$ cat src/rtl/bus_reader_arb.sv
// Round-robin read arbiter: captures one of four source words into a registered
// output and presents it downstream with a valid/ready handshake.
module bus_reader_arb #(
  parameter int WIDTH = 16
) (
  input  logic             clk,
  input  logic             reset,
  input  logic [WIDTH-1:0] a,
  input  logic [WIDTH-1:0] b,
  input  logic [WIDTH-1:0] c,
  input  logic [WIDTH-1:0] d,
  input  logic             a_req,
  input  logic             b_req,
  input  logic             c_req,
  input  logic             d_req,
  input  logic             out_ready,
  output logic             a_ack,
  output logic             b_ack,
  output logic             c_ack,
  output logic             d_ack,
  output logic [WIDTH-1:0] data,
  output logic             data_valid,
  output logic [1:0]       src_id,
  output logic             busy
);

  localparam logic [0:0] IDLE = 1'b0;
  localparam logic [0:0] HOLD = 1'b1;

  logic [0:0]       state;
  logic [1:0]       ptr;
  logic [3:0]       req_vec;
  logic [3:0]       ack_vec;
  logic             found;
  logic [1:0]       sel;
  logic [WIDTH-1:0] sel_word;

  assign req_vec = {d_req, c_req, b_req, a_req};
  assign {d_ack, c_ack, b_ack, a_ack} = ack_vec;

  // NOTE: every combinational output gets a default before the loop/case so no latch is inferred.
  always_comb begin
    logic [1:0] idx;
    found = 1'b0;
    sel   = ptr;
    idx   = ptr;
    // Scan from the farthest offset down so the requester closest to ptr wins.
    for (int i = 3; i >= 0; i--) begin
      idx = ptr + 2'(i);
      if (req_vec[idx]) begin
        found = 1'b1;
        sel   = idx;
      end
    end
  end

  always_comb begin
    sel_word = a;
    case (sel)
      2'd0:    sel_word = a;
      2'd1:    sel_word = b;
      2'd2:    sel_word = c;
      default: sel_word = d;
    endcase
  end

  // NOTE: state is updated with non-blocking assignments so all registers see pre-edge values.
  always_ff @(posedge clk or negedge reset) begin
    if (!reset) begin
      state      <= IDLE;
      ptr        <= 2'd0;
      ack_vec    <= 4'b0000;
      data       <= '0;
      data_valid <= 1'b0;
      src_id     <= 2'd0;
      busy       <= 1'b0;
    end else begin
      ack_vec <= 4'b0000;
      case (state)
        IDLE: begin
          if (found) begin
            data         <= sel_word;
            src_id       <= sel;
            data_valid   <= 1'b1;
            busy         <= 1'b1;
            ack_vec[sel] <= 1'b1;
            ptr          <= sel + 2'd1;
            state        <= HOLD;
          end
        end
        default: begin
          // Capture and transfer never share an edge, so IDLE always lasts a cycle.
          if (out_ready) begin
            data_valid <= 1'b0;
            busy       <= 1'b0;
            state      <= IDLE;
          end
        end
      endcase
    end
  end

endmodule

$ cat config.mk
export PLATFORM = sky130hd
export DESIGN_NAME = bus_reader_arb
export DESIGN_NICKNAME = d
export VERILOG_FILES = /design/src/rtl/bus_reader_arb.sv
export SDC_FILE = /design/constraint.sdc
export NUM_CORES = 1
export LEC_CHECK = 0
export ABC_AREA = 1
export BUFFER_PORTS_ARGS = -buffer_cell sky130_fd_sc_hd__buf_4
export CORE_MARGIN = 2
export CORE_UTILIZATION = 49
export CTS_CLUSTER_SIZE = 10
export DETAILED_ROUTE_END_ITERATION = 6
export PLACE_DENSITY_LB_ADDON = 0.05
export REMOVE_ABC_BUFFERS = 1
export SYNTH_ARGS = -nofsm -noshare
export SYNTH_HDL_FRONTEND = slang
export SYNTH_SLANG_ARGS = --single-unit
export TNS_END_PERCENT = 10
$ cat constraint.sdc
create_clock -name clk -period 5.5 [get_ports clk]
set_clock_uncertainty 0.2 [all_clocks]
set_input_delay 0.55 -clock clk [delete_from_list [all_inputs] [get_ports clk]]
set_output_delay 0.55 -clock clk [all_outputs]
set_load 0.01 [all_outputs]
== After elaboration in Yosys (flattened, before gate mapping) ==
Cells that the tools add are included.
Storage, ports and cells
  register bits: 26
  input port bits: 71
  output and inout bits: 24
  logic and storage cells: 52
Cells by class
  $add $sub $neg: 4
  magnitude comparators: 6
  eq/ne operators: 3
  muxes and demuxes: 27
  bitwise gates (word level): 1
  reduce and logical (&&, ||, !) cells: 5
Operators with widths (number)
  $pmux 16 s3: 1
  $lt 2x3->1 const B: 5
  $mux 1: 15
  $bmux 1 s2: 4
  $mux 2: 4
  $mux 4: 2
  $add 2x1->2 const B: 2
  $add 2x2->2 const B: 2
  $reduce_and 2->1: 2
  $demux 1 s2: 1
  $eq 2x1->1 const B: 1
  $eq 2x2->1 const B: 1
  $ge 2x1->1 const B: 1
  $logic_not 2->1: 1
  $ne 2x2->1 const B: 1
  $reduce_bool 2->1: 1
  $logic_and 1x1->1: 1
  $not 1->1: 1

== Longest topological paths before layout ==
Gate-level depths: netlist of the first run.
  word-level depth: 13
  gate-level depth with buffers: 19
  depth with buffers taken out: 16

== Least setup slack after synthesis of the first run ==
OpenSTA, ideal clock, no wires.
  path kind: input-to-reg
  from: input b_req
  to: register data[10]
  library setup time: 74 ps
  arrival: 2291 ps
  required time: 5226 ps
  slack: 2935 ps
  stages: 18
  buffers on the path: 2
  cells stage by stage: inv_1 -> nand2_1 -> nand3_1 -> nand2_1 -> inv_1 -> nand2_1 -> nand2_1 -> nand2_1 -> nand2_1 -> nand2_1 -> inv_1 -> ha_1 -> clkbuf_1 -> inv_1 -> buf_2 -> nor2_1 -> a31o_2 -> o21ai_2
On the way
  word-level cells in the longest chain between the ends: 8
  elaborated cells on any way between the ends: 21
  classes of those cells: eq/ne: 2; mux: 17; reduce/logical: 2
RTL lines
  from (decl): RTL line 13  | input logic b_req,
  $bmux 1 s2: RTL line 50  | if (req_vec[idx]) begin
  $mux 1 (not written as such): RTL line 50
  $mux 2 (3 in a row): RTL line 50
  $mux 2 *: RTL line 50
  via sel[0]: RTL line 35  | logic [1:0] sel;
  $eq 2x2->1, or another cell as far along: RTL line 59  | case (sel)
  $pmux 16 s3 *: RTL line 59
  to (signal assigned): RTL line 82  | data <= sel_word;
  to (decl): RTL line 21  | output logic [WIDTH-1:0] data,
Mark *: on every way through the listed nets, which the timed path passes. The rest lies on a longest branch. The select of a mux whose other input is x is not followed.
A chain may end at the register's enable or synchronous reset.

== Worst setup path after layout of the first run ==
  from: register ptr[0]
  to: register data[5]
On the way
  word-level cells in the longest chain between the ends: 9
  elaborated cells on any way between the ends: 24
  classes of those cells: add/sub: 3; eq/ne: 2; mux: 17; reduce/logical: 2
RTL lines
  from (decl): RTL line 31  | logic [1:0] ptr;
  from (signal assigned): RTL line 87  | ptr <= sel + 2'd1;
  $add 2x2->2: RTL line 49  | idx = ptr + 2'(i);
  $bmux 1 s2: RTL line 50
  $mux 1 (not written as such): RTL line 50
  $mux 2 (3 in a row): RTL line 50
  $mux 2 *: RTL line 50
  via sel[0]: RTL line 35
  $eq 2x2->1, or another cell as far along: RTL line 59
  $pmux 16 s3 *: RTL line 59
Marked as above.

==> impl_metrics.env, run 1 <==
export IMPL_outcome="finished clean"
export IMPL_synth_edff_count=0
export IMPL_worst_slack_ns=2.26
export IMPL_synth_cells=240
export IMPL_drv_cap=0
export IMPL_gp_congestion=0.937
export IMPL_grt_pass1_vias=1652
export IMPL_antenna_found_initial=0
export IMPL_synthArstFlopShare=1.00
export IMPL_wl_per_cell_um=12.5
export IMPL_pwr_share_comb=0.737
export IMPL_power_frac_clock=0.072
export IMPL_die_area_mm2=0.00417
export IMPL_post_place_ws_ns=2.23
export IMPL_clk_pin_slew_ns=0.15
export IMPL_post_dp_hpwl_mm=3.40
export IMPL_cts_root_buf="clkbuf_4"
export IMPL_die_w_um=64.6
export IMPL_numCtsBuffers=3
export IMPL_ctsResizeCount=0
export IMPL_place_area_mm2=0.00244
export IMPL_area_growth_pct=39.5
export IMPL_relSlewSlack=0.546
export IMPL_p_int_uw=952
export IMPL_timing_fmax_mhz=309
export IMPL_ys_ff_latch=26
export IMPL_report_final_slew_viol_count=0
export IMPL_worstHoldPathType="in -> reg"
export IMPL_ys_flop_type="dfrtp_1"
export IMPL_yosys_area_top_type="dfrtp_1"
export IMPL_setup_viol=0
export IMPL_finalWirelength_mm=4.63
export IMPL_grt_max_degree=46
export IMPL_ys_seq_area_frac=0.362
export IMPL_yosys_cell_types_count=23
export IMPL_grt_usage=0.226
export IMPL_finalCritPeriodShare=0.588
export IMPL_initial_core_util=0.526
export IMPL_synth_top_area_frac=0.362
export IMPL_cts_max_level=1
export IMPL_power_leakage_uw=0.00133
export IMPL_peakVddDrop_v=0.000609
export IMPL_die_h_um=64.6
export IMPL_final_area_mm2=0.00251
export IMPL_hold_viol_final=0
export IMPL_io_buffers=94
export IMPL_power_switching_uw=901
export IMPL_clock_sinks=26
export IMPL_cts_buffer_depth=2
export IMPL_crit_fanout=17
export IMPL_antenna_cells=0
export IMPL_ys_top_cells_by_area="dfrtp_1 36%, nand2_1 16%, a31o_2 7.8%"
export IMPL_yosysMostFrequentCell="nand2_1"
export IMPL_drc=0
export IMPL_cts_tree="done"
export IMPL_worst_ep_arrival_time_ns=3.24
export IMPL_drt_first_iter_violations=158
export IMPL_cp_end_kind="register"
export IMPL_avgSynthCellArea_um2=7.49
export IMPL_required_ns=5.51
export IMPL_yosys_top_cells_count="78 x nand2_1, 26 x dfrtp_1, 20 x nor2_1"
export IMPL_power_density_mw_per_mm2=739
export IMPL_grt_pass1_wl_mm=7.43
export IMPL_drive_above_1_share=0.448
export IMPL_placeableCoreArea_mm2=0.00342
export IMPL_ys_warnings_count=0
export IMPL_via_per_inst=4.91
export IMPL_num_rows=21
export IMPL_tns_ns=0
export IMPL_grt_overflow=0
export IMPL_path_class="reg -> reg"
export IMPL_switching_share=0.486
export IMPL_tightest_slew_ns=0.682
export IMPL_critPathLaunchType="register"
export IMPL_rsz0062_at_grt="no"
export IMPL_num_vias=1818
export IMPL_dr_pass1_iters=4
export IMPL_ios=95
export IMPL_fin_nets=401
export IMPL_ant_nets=0
export IMPL_min_period_ns=3.24
export IMPL_worstSkewPairLatency_ns=0.33
export IMPL_synth_area_mm2=0.00180
export IMPL_p_seq_frac=0.192
[critical path, stage by stage, from the launching register on]
cell     delay (ns)
dfrtp_1        0.53
inv_4          0.14
nand2_1        0.07
nand2_1        0.10
nand2_1        0.07
nand2_2        0.08
nand2_1        0.05
nand2_1        0.08
nand2_1        0.07
nand2_1        0.07
nand2_1        0.09
inv_1          0.11
ha_1           0.60
inv_1          0.46
nor2_1         0.18
a31o_2         0.14
o21ai_2        0.06
[cell usage in the layout (no fill, tap or decap), types with 3 or more instances in the layout]
cell	instances
a21oi_1	16
a31o_2	16
buf_4	94
clkbuf_4	3
dfrtp_1	26
ha_1	5
inv_1	18
nand2_1	78
nand2_2	11
nand3_1	10
nor2_1	20
o21ai_2	15
[power by group through the flow]
stage	clock network, uW	registers, uW	logic, uW
floorplan	0	387	955
global placement	0	356	1350
detailed placement	0	358	1370
CTS	136	355	1370
global route	142	366	1520
finish	133	355	1360
[per-layer routing]
layer / routed length [um] / vias up / GRT usage
met3: 346 / 2 / 0.0503
met5: 0 / - / 0
li1: - / 941 / -
met1: 2080 / 798 / 0.296
met2: 2190 / 77 / 0.392
met4: 11 / 0 / 0.0266
[final timing paths]
| path | from | end | slack [ns] | depth (start not counted) |
|---|---|---|---|---|
| setup / recovery | ptr[0]$_DFFE_PN0P_ | data[5]$_DFFE_PN0P_ | 2.26 | 16 |
| hold / removal | out_ready | state$_DFF_PN0_ | 0.19 | 2 |
| setup reg to reg | ptr[0]$_DFFE_PN0P_ | data[5]$_DFFE_PN0P_ | 2.26 | 16 |
| hold reg to reg | state$_DFF_PN0_ | busy$_DFFE_PN0P_ | 0.28 | 1 |
| max in group asynchronous | reset | ack_vec[3]$_DFF_PN0_ | 4.39 | 2 |
| min in group asynchronous | reset | state$_DFF_PN0_ | 0.44 | 2 |
[state kept, by name (all words and copies together), names as in the netlist]
signal   flops
busy         1
src_id       2
ptr          2
ack_vec      4
data        16
state        1
[through the flow]
stage / util / instances / power (uW) / hold slack [ns]
floorplan: - / 225 / 1340 / 0.0544
global placement: 0.715 / 365 / 1700 / 0.257
detailed placement: 0.715 / 365 / 1730 / 0.261
CTS: 0.734 / 370 / 1860 / 0.179
global route: 0.734 / 370 / 2020 / 0.175
finish: 0.734 / 370 / 1850 / 0.187
[cell type report]
type / instances / area [um^2]
Clock buffer: 3 / 22.5
Clock inverter: 1 / 30.0
Inverter: 20 / 77.6
Sequential cell: 26 / 651
Timing Repair Buffer: 95 / 716
Multi-Input combinational cell: 179 / 952
Fill cell: 304 / 910
Tap cell: 46 / 57.6
[logic make-up after synthesis]
| family | after synthesis | synth area share |
|---|---|---|
| adders and majority gates | 5 | 0.0348 |
| DFF | 26 | 0.362 |
| and+or+nand+nor | 122 | 0.284 |
| buffers and inverters | 35 | 0.108 |
| AOI/OAI and AO/OA | 52 | 0.211 |
[repair_timing]
action                                 4_1_cts  5_1_grt
endpoints found under the hold margin       26        0
setup buffers                                0        0
hold buffers                                 1        0
Note: power is estimated with default switching activity, not from simulation.
==> inputs of run 2 (changes only) <==
--- a/config.mk
+++ b/config.mk
@@ -8,7 +8,7 @@
 export ABC_AREA = 1
 export BUFFER_PORTS_ARGS = -buffer_cell sky130_fd_sc_hd__buf_4
 export CORE_MARGIN = 2
-export CORE_UTILIZATION = 49
+export CORE_UTILIZATION = 41
 export CTS_CLUSTER_SIZE = 10
 export DETAILED_ROUTE_END_ITERATION = 6
 export PLACE_DENSITY_LB_ADDON = 0.05
==> constraint.sdc (replaced) <==
create_clock -name clk -period 2.72 [get_ports clk]
set_clock_uncertainty 0.2 [all_clocks]
set_input_delay 0.272 -clock clk [delete_from_list [all_inputs] [get_ports clk]]
set_output_delay 0.272 -clock clk [all_outputs]
set_load 0.01 [all_outputs]
==> run 2 against run 1 <==
Setup slack lost 2.0 ns. Critical path type unchanged. Sequential share of layout area down 1.2 points. Highest routed layer unchanged. Hold slack got worse by 0.0092 ns.
==> impl_metrics.env, run 2 (same netlist as run 1, synthesis figures left out) <==
export IMPL_grt_usage=0.193
export IMPL_largest_register_ffs=16
export IMPL_clock_sinks=26
export IMPL_setup_viol=0
export IMPL_grt_max_degree=28
export IMPL_worst_ep_arrival_time_ns=2.51
export IMPL_slowest_delay_ns=0.46
export IMPL_hold_viol_final=0
export IMPL_drv_cap=0
export IMPL_io_buffers=94
export IMPL_critPathLaunchType="register"
export IMPL_cts_root_buf="clkbuf_8"
export IMPL_num_rows=24
export IMPL_critPathBufInv=4
export IMPL_drc=0
export IMPL_crit_fanout=12
export IMPL_cts_max_level=1
export IMPL_grt_pass1_vias=1727
export IMPL_min_period_ns=2.49
export IMPL_gp_congestion=0.874
export IMPL_wl_per_cell_um=12.1
export IMPL_power_leakage_uw=0.00139
export IMPL_fin_nets=412
export IMPL_seq_area_um2=653
export IMPL_required_ns=2.73
export IMPL_clk_pin_slew_ns=0.09
export IMPL_finalCritPeriodShare=0.917
export IMPL_fin_util=0.615
export IMPL_grt_pass1_wl_mm=7.66
export IMPL_cp_end_kind="register"
export IMPL_reg_largest_list="data x16, ack_vec x4"
export IMPL_path_class="reg -> reg"
export IMPL_worstPathCellList="clkbuf_2 -> nand2_1 -> nand2_1 -> nand2_1 -> nand2_2 -> nand2_1 -> nand2_1 -> nand2_1 -> nand2_1 -> nand2_2 -> inv_1 -> ha_1 -> inv_1 -> buf_6 -> nor2_1 -> a31o_2 -> o21ai_2"
export IMPL_power_density_mw_per_mm2=1530
export IMPL_antenna_found_initial=0
export IMPL_die_h_um=70.2
export IMPL_initial_core_util=0.418
export IMPL_report_final_slew_viol_count=0
export IMPL_slowest_stage="dfrtp_2"
export IMPL_place_area_mm2=0.00252
export IMPL_cpMostUsedCell="nand2_1"
export IMPL_final_cell_mix="100 x buf_4, 77 x nand2_1, 24 x dfrtp_1, 20 x nor2_1, 18 x inv_1"
export IMPL_placeableCoreArea_mm2=0.00429
export IMPL_via_per_inst=4.78
export IMPL_ant_nets=0
export IMPL_final_area_mm2=0.00264
export IMPL_finalPower_uw=4040
export IMPL_post_dp_hpwl_mm=3.57
export IMPL_drt_first_iter_violations=74
export IMPL_worstSkewPairLatency_ns=0.27
export IMPL_drive_above_1_share=0.472
export IMPL_outcome="finished clean"
export IMPL_die_area_mm2=0.00493
export IMPL_final_common_cell="buf_4"
export IMPL_tightest_slew_ns=0.340
export IMPL_relSlewSlack=0.773
export IMPL_finalWirelength_mm=4.69
export IMPL_regMostFlops="data"
export IMPL_numCtsBuffers=3
export IMPL_ios=95
export IMPL_dr_pass1_iters=4
export IMPL_cts_buffer_depth=2
export IMPL_crit_family="simple AND/OR/NAND/NOR gates"
export IMPL_worstHoldPathType="in -> reg"
export IMPL_cts_tree="done"
export IMPL_timing_fmax_mhz=401
export IMPL_area_growth_pct=46.9
export IMPL_die_w_um=70.2
export IMPL_multi_input_area_um2=955
export IMPL_num_vias=1851
export IMPL_antenna_cells=0
export IMPL_peakVddDrop_v=0.000763
export IMPL_grt_overflow=0
export IMPL_fill_cells=405
==> run 2: repair_timing <==
item                                    4_1_cts  5_1_grt
hold endpoints to repair                     28        0
buffers inserted                              0        2
hold buffers                                  2        0
gates resized for setup                       0        6
endpoints found under the setup margin        0       16
==> run 2: cell type report <==
type	instances	area share
Inverter	20	0.0294
Clock inverter	1	0.0114
Multi-Input combinational cell	179	0.362
Clock buffer	3	0.0156
Timing Repair Buffer	106	0.310
Tap cell	52	0.0246
Sequential cell	26	0.247
==> run 2: worst min-delay path, cell delays in order <==
cell and delay [ns]:
buf_4 0.11, nand2_1 0.05, a31o_2 0.15, o21ai_2 0.05
==> run 2: power breakdown <==
part	switching [uW]	internal [uW]	leakage [uW]
registers	115	589	0.000324
logic	1650	1360	0.00103
clock network	126	197	0.0000357
==> run 2: path summary, 6_finish.rpt <==
| check | depth (start not counted) | slack [ns] | start | endpoint |
|---|---|---|---|---|
| max reg2reg | 17 | 0.23 | ptr[0]$_DFFE_PN0P_ | data[13]$_DFFE_PN0P_ |
| max | 17 | 0.23 | ptr[0]$_DFFE_PN0P_ | data[13]$_DFFE_PN0P_ |
| min reg2reg | 1 | 0.27 | state$_DFF_PN0_ | busy$_DFFE_PN0P_ |
| min | 4 | 0.18 | b[14] | data[14]$_DFFE_PN0P_ |
| max in group asynchronous | 2 | 1.81 | reset | ptr[1]$_DFFE_PN0P_ |
| min in group asynchronous | 2 | 0.23 | reset | ack_vec[1]$_DFF_PN0_ |
==> run 2: per-stage QoR <==
| step | hold slack [ns] | setup WS [ns] | std cells | TNS, ns |
|---|---|---|---|---|
| floorplan | -0.224 | 0.135 | 225 | 0 |
| global placement | -0.00171 | 0.239 | 379 | 0 |
| detailed placement | 0.00423 | 0.151 | 379 | 0 |
| CTS | 0.175 | 0.132 | 385 | 0 |
| global route | 0.175 | -0.00575 | 387 | -0.0110 |
| finish | 0.178 | 0.226 | 387 | 0 |
==> run 2: metal layers <==
layer / global-route usage / share of wire / vias up
li1: - / - / 959
met1: 0.246 / 0.45 / 819
met2: 0.328 / 0.47 / 69
met3: 0.0534 / 0.078 / 4
met4: 0.0385 / 0.0070 / 0
met5: 0 / 0 / -
